### src/rtl/noc_pkg.sv
// Shared types for the linear NoC source-side injector.
// Node id width, flit field positions, send FSM states.
package noc_pkg;

  localparam int ID_W     = 2;
  localparam int FLIT_W   = 16;
  localparam int DEST_MSB = FLIT_W - 1;
  localparam int DEST_LSB = FLIT_W - 2;

  typedef enum logic [1:0] {
    RUN,
    LAST,
    WAIT
  } send_st_t;

endpackage

### src/rtl/noc_injector_if.sv
// PE request channel and router local write port bundle.
// master: PE + router side; slave: the injector.
interface noc_injector_if
  import noc_pkg::*;
#(
  parameter int WIDTH = FLIT_W
);

  logic             in_valid;
  logic             in_ready;
  logic [ID_W-1:0]  in_dest;
  logic [WIDTH-3:0] in_payload;
  logic             noc_write;
  logic [WIDTH-1:0] noc_data;
  logic             noc_full;
  logic             noc_almost_full;

  modport master (
    output in_valid,
    output in_dest,
    output in_payload,
    output noc_full,
    output noc_almost_full,
    input  in_ready,
    input  noc_write,
    input  noc_data
  );

  modport slave (
    input  in_valid,
    input  in_dest,
    input  in_payload,
    input  noc_full,
    input  noc_almost_full,
    output in_ready,
    output noc_write,
    output noc_data
  );

endinterface

### src/rtl/noc_injq.sv
// Circular request FIFO: push, pop, head, full, empty, count.
// Push while full is allowed when a pop frees the slot on the same edge.
module noc_injq
  import noc_pkg::*;
#(
  parameter int WIDTH  = FLIT_W,
  parameter int QDEPTH = 4,
  parameter int QADDR  = 2
) (
  input  logic             clk,
  input  logic             reset,
  input  logic             push,
  input  logic             pop,
  input  logic [WIDTH-1:0] din,
  output logic [WIDTH-1:0] head,
  output logic             full,
  output logic             empty,
  output logic [QADDR:0]   count
);

  localparam logic [QADDR:0] DEPTH = QDEPTH[QADDR:0];

  logic [WIDTH-1:0] mem [QDEPTH];
  logic [QADDR-1:0] wptr;
  logic [QADDR-1:0] rptr;
  logic             do_push;
  logic             do_pop;

  assign empty   = (count == '0);
  assign full    = (count == DEPTH);
  assign do_pop  = pop && !empty;
  assign do_push = push && (!full || do_pop);
  assign head    = mem[rptr];

  always_ff @(posedge clk) begin
    if (do_push) mem[wptr] <= din;
  end

  always_ff @(posedge clk) begin
    if (reset) begin
      wptr  <= '0;
      rptr  <= '0;
      count <= '0;
    end else begin
      if (do_push) wptr <= wptr + 1'b1;
      if (do_pop)  rptr <= rptr + 1'b1;
      unique case (1'b1)
        do_push && !do_pop: count <= count + 1'b1;
        do_pop && !do_push: count <= count - 1'b1;
        default:            count <= count;
      endcase
    end
  end

endmodule

### src/rtl/noc_injector.sv
// Source-side NoC network interface: queues PE requests, formats flits,
// throttles router writes on full/almost_full, counts sends and self-drops.
module noc_injector
  import noc_pkg::*;
#(
  parameter int              WIDTH   = FLIT_W,
  parameter int              QDEPTH  = 4,
  parameter int              QADDR   = 2,
  parameter logic [ID_W-1:0] NODE_ID = 2'b00
) (
  input  logic           clk,
  input  logic           reset,
  noc_injector_if.slave  bus,
  output logic [15:0]    sent_count,
  output logic [7:0]     drop_count
);

  send_st_t         st;
  logic             can_send;
  logic             send;
  logic             accept;
  logic             self_req;
  logic             q_full;
  logic             q_empty;
  logic [WIDTH-1:0] q_head;
  logic [QADDR:0]   q_count;
  logic             unused_ok;

  assign unused_ok = ^q_count;

  always_comb begin
    can_send = 1'b0;
    unique case (st)
      RUN:     can_send = !bus.noc_full && !bus.noc_almost_full;
      LAST:    can_send = !bus.noc_full;
      default: can_send = 1'b0;
    endcase
  end

  // reset gating keeps the reset cycle silent on both sides
  assign send          = !q_empty && can_send && !reset;
  assign bus.noc_write = send;
  assign bus.noc_data  = q_empty ? '0 : q_head;
  assign bus.in_ready  = !q_full && !reset;

  assign accept   = bus.in_valid && bus.in_ready;
  assign self_req = (bus.in_dest == NODE_ID);

  noc_injq #(
    .WIDTH  (WIDTH),
    .QDEPTH (QDEPTH),
    .QADDR  (QADDR)
  ) u_q (
    .clk   (clk),
    .reset (reset),
    .push  (accept && !self_req),
    .pop   (send),
    .din   ({bus.in_dest, bus.in_payload}),
    .head  (q_head),
    .full  (q_full),
    .empty (q_empty),
    .count (q_count)
  );

  always_ff @(posedge clk) begin
    if (reset) begin
      st         <= RUN;
      sent_count <= '0;
      drop_count <= '0;
    end else begin
      unique case (st)
        RUN: begin
          if (bus.noc_full)             st <= WAIT;
          else if (bus.noc_almost_full) st <= LAST;
        end
        LAST: begin
          if (bus.noc_full || send)      st <= WAIT;
          else if (!bus.noc_almost_full) st <= RUN;
        end
        WAIT: begin
          if (!bus.noc_full && !bus.noc_almost_full) st <= RUN;
        end
        default: st <= RUN;
      endcase
      if (send) sent_count <= sent_count + 16'd1;
      if (accept && self_req && drop_count != 8'hff)
        drop_count <= drop_count + 8'd1;
    end
  end

endmodule
### src/flat_wrapper.sv
// flat-port wrapper written by rule: the top's interface ports become plain ports
module noc_injector_flat import noc_pkg::*;
#(
  parameter int              WIDTH   = FLIT_W,
  parameter int              QDEPTH  = 4,
  parameter int              QADDR   = 2,
  parameter logic [ID_W-1:0] NODE_ID = 2'b00
)
  (clk, reset, sent_count, drop_count, bus_in_valid, bus_in_dest, bus_in_payload, bus_noc_full, bus_noc_almost_full, bus_in_ready, bus_noc_write, bus_noc_data);
  noc_injector_if #(.WIDTH(WIDTH)) bus_i ();
  input  logic clk;
  input  logic reset;
  output logic [15:0] sent_count;
  output logic [7:0] drop_count;
  input wire logic [$bits(bus_i.in_valid)-1:0] bus_in_valid;
  input wire logic [$bits(bus_i.in_dest)-1:0] bus_in_dest;
  input wire logic [$bits(bus_i.in_payload)-1:0] bus_in_payload;
  input wire logic [$bits(bus_i.noc_full)-1:0] bus_noc_full;
  input wire logic [$bits(bus_i.noc_almost_full)-1:0] bus_noc_almost_full;
  output wire logic [$bits(bus_i.in_ready)-1:0] bus_in_ready;
  output wire logic [$bits(bus_i.noc_write)-1:0] bus_noc_write;
  output wire logic [$bits(bus_i.noc_data)-1:0] bus_noc_data;
  assign bus_i.in_valid = bus_in_valid;
  assign bus_i.in_dest = bus_in_dest;
  assign bus_i.in_payload = bus_in_payload;
  assign bus_i.noc_full = bus_noc_full;
  assign bus_i.noc_almost_full = bus_noc_almost_full;
  assign bus_in_ready = bus_i.in_ready;
  assign bus_noc_write = bus_i.noc_write;
  assign bus_noc_data = bus_i.noc_data;
  noc_injector #(.WIDTH(WIDTH), .QDEPTH(QDEPTH), .QADDR(QADDR), .NODE_ID(NODE_ID)) u_core (.clk(clk), .reset(reset), .bus(bus_i), .sent_count(sent_count), .drop_count(drop_count));
endmodule
### config.mk
export PLATFORM = sky130hd
export DESIGN_NAME = noc_injector_flat
export DESIGN_NICKNAME = d
export VERILOG_FILES = /design/src/rtl/noc_pkg.sv /design/src/rtl/noc_injector_if.sv /design/src/rtl/noc_injq.sv /design/src/rtl/noc_injector.sv /design/src/flat_wrapper.sv
export SDC_FILE = /design/constraint.sdc
export NUM_CORES = 1
export LEC_CHECK = 0
export CAP_MARGIN = 15
export CORE_MARGIN = 10
export CORE_UTILIZATION = 37
export CTS_BUF_LIST = sky130_fd_sc_hd__clkbuf_8
export DETAILED_ROUTE_END_ITERATION = 16
export REMOVE_ABC_BUFFERS = 1
export SLEW_MARGIN = 30
export SYNTH_ARGS = -nofsm -noshare
export SYNTH_HDL_FRONTEND = slang
export SYNTH_SLANG_ARGS = --single-unit
### constraint.sdc
create_clock -name clk -period 6 [get_ports clk]
set_clock_uncertainty 0.15 [all_clocks]
set_input_delay 0.9 -clock clk [delete_from_list [all_inputs] [get_ports clk]]
set_output_delay 0.9 -clock clk [all_outputs]
set_load 0.02 [all_outputs]
# Yosys cells after proc, flatten, opt, wreduce, memory -nomap -nowiden
# Memories as Yosys holds them, arrays and structs flattened. A register that Yosys moved wholly into a read port is not among the register bits.
# Index checks and enable logic that the tools add are counted.
# Widths: inputs -> output; s select.
dict set report word_totals {
  memories 1
  register_bits 33
  mem_bits_rw 64
  word_cells 60
}
# memory depth width rd rd_ports_with_merged_regs wr line
set mem_list {}
lappend mem_list {u_core.u_q.mem 4 16 1 1 1 noc_injq.sv:23} ;# logic [WIDTH-1:0] mem [QDEPTH];
dict set report op_classes {
  n_reduce_logical 27
  n_eq_ne 7
  n_mux 13
  add_sub_neg 6
}
# cell count
set op_table {}
lappend op_table {{$add 16x1->16 const B} 1}
lappend op_table {{$mux 16} 1}
lappend op_table {{$mux 2} 7}
lappend op_table {{$logic_and 1x1->1} 12}
lappend op_table {{$add 8x1->8 const B} 1}
lappend op_table {{$logic_not 1->1} 8}
lappend op_table {{$ne 8x8->1 const B} 1}
lappend op_table {{$pmux 2 s3} 1}
lappend op_table {{$pmux 3 s2} 1}
lappend op_table {{$add 2x1->2 const B} 2}
lappend op_table {{$logic_not 2->1} 2}
lappend op_table {{$add 3x1->3 const B} 1}
lappend op_table {{$eq 3x3->1 const B} 1}
lappend op_table {{$logic_not 3->1} 1}
lappend op_table {{$ne 3x2->1 const B} 1}
lappend op_table {{$ne 3x3->1 const B} 1}
lappend op_table {{$reduce_and 3->1} 1}
lappend op_table {{$sub 3x1->3 const B} 1}
lappend op_table {{$eq 2x1->1 const B} 1}
lappend op_table {{$eq 2x2->1 const B} 1}
lappend op_table {{$logic_or 1x1->1} 2}
lappend op_table {{$mux 1} 2}
lappend op_table {{$ne 2x1->1 const B} 1}
lappend op_table {{$pmux 1 s2} 1}
lappend op_table {{$reduce_bool 2->1} 1}

# Logic depth before layout (Yosys ltp)
dict set report logic_depth {
  depth_word 11
  mapped_depth 10
  depth_no_buf 9
}

# By module
# Synthesis repeated with hierarchy kept, for this count alone.
dict set report hier_totals {
  cells_unflattened 306
  area_unflattened_um2 4181.5
}
# mod cells_per_inst instances seq_area_each_um2 area_each_um2
set by_module_without_submodules {}
lappend by_module_without_submodules {noc_injq 143 1 2102.0 2842.7}
lappend by_module_without_submodules {noc_injector 163 1 520.5 1338.8}

# Worst setup path after synthesis
# Ideal clock, no wire load.
dict set report synth_path {
  path_type {input port to flip-flop}
  startpoint {in bus_noc_full}
  endpoint {reg u_core.u_q.count[2]}
  path_buffers 0
  arrival_time_ps 2625
  path_slack_ps 3154
  setup_ps 70
  required_time_ps 5780
  cell_stages 9
  path_cell_list {nor2_2 -> nand3_1 -> nor2_1 -> ha_1 -> inv_1 -> fa_1 -> xor2_1 -> or3_1 -> a21oi_1}
}
dict set report synth_between {
  elab_chain_len 11
  elab_cells_between_ends 14
  classes_between {2 x mux; 12 x reduce/logical}
}
# element line
set synth_rtl {}
lappend synth_rtl {{start, declared} flat_wrapper.sv:18} ;# input wire logic [$bits(bus_i.noc_full)-1:0] bus_noc_full;
lappend synth_rtl {{$logic_not 1->1 (*)} {noc_injector.sv:34, noc_injector.sv:35}}
lappend synth_rtl {{$logic_and 1x1->1} noc_injector.sv:34} ;# RUN: can_send = !bus.noc_full && !bus.noc_almost_full;
lappend synth_rtl {{$pmux 1 s2 (*)} noc_injector.sv:33} ;# unique case (st)
lappend synth_rtl {{$logic_and 1x1->1 (*) (2 in a row)} noc_injector.sv:41} ;# assign send = !q_empty && can_send && !reset;
lappend synth_rtl {{$logic_and 1x1->1 (*)} noc_injq.sv:31} ;# assign do_pop = pop && !empty;
lappend synth_rtl {{named net u_core.u_q.do_pop} noc_injq.sv:27} ;# logic do_pop;
lappend synth_rtl {{$logic_or 1x1->1} noc_injq.sv:32} ;# assign do_push = push && (!full || do_pop);
lappend synth_rtl {{$logic_and 1x1->1} noc_injq.sv:32}
lappend synth_rtl {{$logic_not 1->1} noc_injq.sv:49} ;# do_pop && !do_push: count <= count - 1'b1;
lappend synth_rtl {{$logic_and 1x1->1} noc_injq.sv:49}
lappend synth_rtl {{$pmux 3 s2 or $reduce_bool 2->1 (tied branches)} --}
lappend synth_rtl {{end signal, assigned} noc_injq.sv:48} ;# do_push && !do_pop: count <= count + 1'b1;
lappend synth_rtl {{end signal, assigned} noc_injq.sv:49}
lappend synth_rtl {{end signal, assigned} noc_injq.sv:50} ;# default: count <= count;
lappend synth_rtl {{end, declared} noc_injq.sv:18} ;# output logic [QADDR:0] count
# The timed path passes the listed nets; every way through them passes the cells marked *.
# A chain may end at the register's enable or synchronous reset.

# Worst setup path after layout
dict set report layout_path {
  startpoint {in bus_noc_full}
  endpoint {out bus_noc_write}
}
dict set report layout_between {
  elab_chain_len 5
}
# element line
set layout_rtl {}
lappend layout_rtl {{$logic_not 1->1 (*)} {noc_injector.sv:34, noc_injector.sv:35}}
lappend layout_rtl {{$logic_and 1x1->1} noc_injector.sv:34}
lappend layout_rtl {{$pmux 1 s2 (*)} noc_injector.sv:33}
lappend layout_rtl {{$logic_and 1x1->1 (*) (2 in a row)} noc_injector.sv:41}
lappend layout_rtl {{end, declared} flat_wrapper.sv:21} ;# output wire logic [$bits(bus_i.noc_write)-1:0] bus_noc_write;
# Mark *: on every way between the ends. The rest lies on a longest branch, timed or not.

==> results.ini <==
[run_status]
outcome = completed

[synth]
synth_area_leader_cell = edfxtp_1
synthAdderAreaFrac = 0.02604
yosysSeqAreaShare = 0.6348
yosysWarnings = 0
syn_area_per_cell_um2 = 13.77
synth-edff-count = 64
synth-main-ff-cell = edfxtp_1
ys_types = 35
synth-simple-area-share = 0.1317
yosys-mux-area-fraction = 0.09479
syn_inst = 300
synth-compound-area-share = 0.06663
synth_top_area_share = 0.4652
ys_ff_latch = 99
synthTopCellsByArea = edfxtp_1, dfxtp_1, mux4_2, and2_1, a21oi_1
synth_top_family_by_area = simple AND/OR/NAND/NOR gates
async_reset_ff_frac = 0
synthXorXnorAreaFrac = 0.01908
syn_area_um2 = 4131

[floorplan]
dieArea_um2 = 15790
core_um2 = 10890
boundaryPins = 63
die_h_um = 125.7
placementRows = 38
start_util = 0.3795
die_x_um = 125.7

[placement]
dpl.cell_count = 487
dp_hpwl_um = 5701
dpl_cell_area_um2 = 4868
gp_congestion = 0.7127
portBuffers = 62

[worst_setup_path]
required_ns = 4.95
startpoint_type = primary input
critPathMaxFanout = 9
endpoint_kind = primary output
critical_path_class = in -> out
arrival_ns = 2.83

[timing]
drv_slew = 0
tns_ns = 0
slew_headroom = 0.4109
max_freq_ghz = 0.2577
rsz0062_at_grt = no
hold_violations = 0
tightestPinTransition_ns = 0.8837
setup_viol = 0
fin_crit_ns = 3.880
fin_crit_sh = 0.6466

[clock_tree]
cts_root_buf = clkbuf_8
cts_sinks = 99
cts_buffers = 9
htreeDepth = 3
cts.clk_slew.worst_paths_ns = 0.09
cts_tree = built
cts_buffer_depth = 2
cts_setup_buffers = 0
clock_latency_ns = 0.36
ctsHoldBuffers = 0
ctsResizeCount = 0

[cells_and_area]
fill_cells = 988
drive_above_1_share = 0.09642
design_area_um2 = 5036
layout_common_cells = edfxtp_1, clkdlybuf4s50_1, dfxtp_1
seqCellArea_um2 = 2623
diodes = 0
stdcell_count = 503
layout.nets = 387
syn2layout_area_growth_pct = 21.90
layout_commonest_cell = edfxtp_1
multi_input_area_um2 = 1398

[global_routing]
grt_use_total = 0.1092
grt_pass1_vias = 2531
antenna_found_initial = 0
grt_start_max_net_pins = 37
overflow = 0
grt_pass1_wl_um = 13740

[power_and_ir_drop]
seq_power_share = 0.605
swShare = 0.2393
peakVddDrop_v = 0.0001238
p_leak_uw = 0.001596
powerDensity_nw_per_um2 = 243.1
intPower_uw = 931.1
combinationalPowerShare = 0.083
pwr-share-clk = 0.312
p_switching_uw = 292.9

[route]
met2_length_um = 4242
wl_um = 8564
drc = 0
routed.top_layer = met4
wl_met1_um = 3828
vias = 2578
wl_met3_um = 301
wl_per_cell_um = 17.03
viasPerCell = 5.125
first_pass_iters = 4
drtIter0Drc = 163
postRouteAntennaNets = 0

[job]
maxCapViolCount = 0

[hold_path]
hold_class = reg -> reg

[Yosys cell counts, drive strengths merged, types with 2 or more instances]
cell type  instances
a21oi             19
and2              22
and3               4
and4               3
buf               10
clkbuf             7
dfxtp             35
edfxtp            64
ha                 7
inv               10
mux2i              2
mux4              16
nand2              4
nand3              8
nand4             11
nor2              19
nor3               2
o21ai              7
o311ai             3
o31ai             10
o41ai              3
or3                7
or4               10
xor2               8
[power groups by stage]
| stage | Sequential [uW] | Clock (uW) | Combinational [uW] |
|---|---|---|---|
| finish | 740 | 382 | 101 |
| global route | 742 | 418 | 111 |
| CTS | 741 | 393 | 104 |
| floorplan | 757 | 0 | 47.8 |
| detailed placement | 756 | 0 | 104 |
| global placement | 756 | 0 | 102 |
[sequential cells by signal, summed over array words and instances, names as in the netlist, named ones only]
signal and cells:
u_core.drop_count 8, u_core.sent_count 16, u_core.st 2, u_core.u_q.count 3, u_core.u_q.mem 64, u_core.u_q.rptr 2, u_core.u_q.wptr 2
[kinds of logic after synthesis]
group                      Yosys count
buffers and inverters               27
AOI/OAI and AO/OA                   44
muxes                               19
and+or+nand+nor                     94
DFF                                 99
adders and majority gates            8
xor gates and xnor gates             9
[through the flow]
step             util  setup WS, ns  total power, uW  hold WS, ns
6_report       0.4625         2.120             1224       0.3451
4_1_cts        0.4625         2.139             1238       0.3448
2_1_floorplan       -         3.140            805.2       0.3068
5_1_grt        0.4625         1.967             1271       0.3775
3_5_place_dp   0.4471         2.154            860.0       0.3319
3_3_place_gp   0.4471         2.201            857.9       0.3179
[worst max-delay path, cell delays in order]
cell,delay [ns]
clkdlybuf4s50_1,0.45
nor2_2,0.29
nand3_1,0.31
nor2_1,0.24
clkdlybuf4s50_1,0.64
[per-layer routing]
metal  vias up  GRT usage
met5         -          0
met4         0    0.05894
met3        11    0.02433
met2        38     0.1734
met1      1262     0.1358
li1       1267          -
[path summary, 6_finish.rpt]
| kind | to | slack (ns) | cells after the start | from |
|---|---|---|---|---|
| max | bus_noc_write | 2.12 | 5 | bus_noc_full |
| min | u_core.sent_count[15]$_SDFFE_PP0P_ | 0.35 | 2 | u_core.sent_count[15]$_SDFFE_PP0P_ |
| min reg2reg | u_core.sent_count[15]$_SDFFE_PP0P_ | 0.35 | 2 | u_core.sent_count[15]$_SDFFE_PP0P_ |
| max reg2reg | u_core.u_q.count[2]$_SDFFE_PP0P_ | 2.83 | 9 | u_core.u_q.count[0]$_SDFFE_PP0P_ |
[layout make-up]
cell class                      instances  area share
Sequential cell                        99      0.5207
Multi-Input combinational cell        174      0.2775
Timing Repair Buffer                   64      0.1262
Tap cell                              140     0.03478
Clock buffer                            9     0.02460
Clock inverter                          7    0.008696
Inverter                               10    0.007453
(Power assumes the default switching activity.)
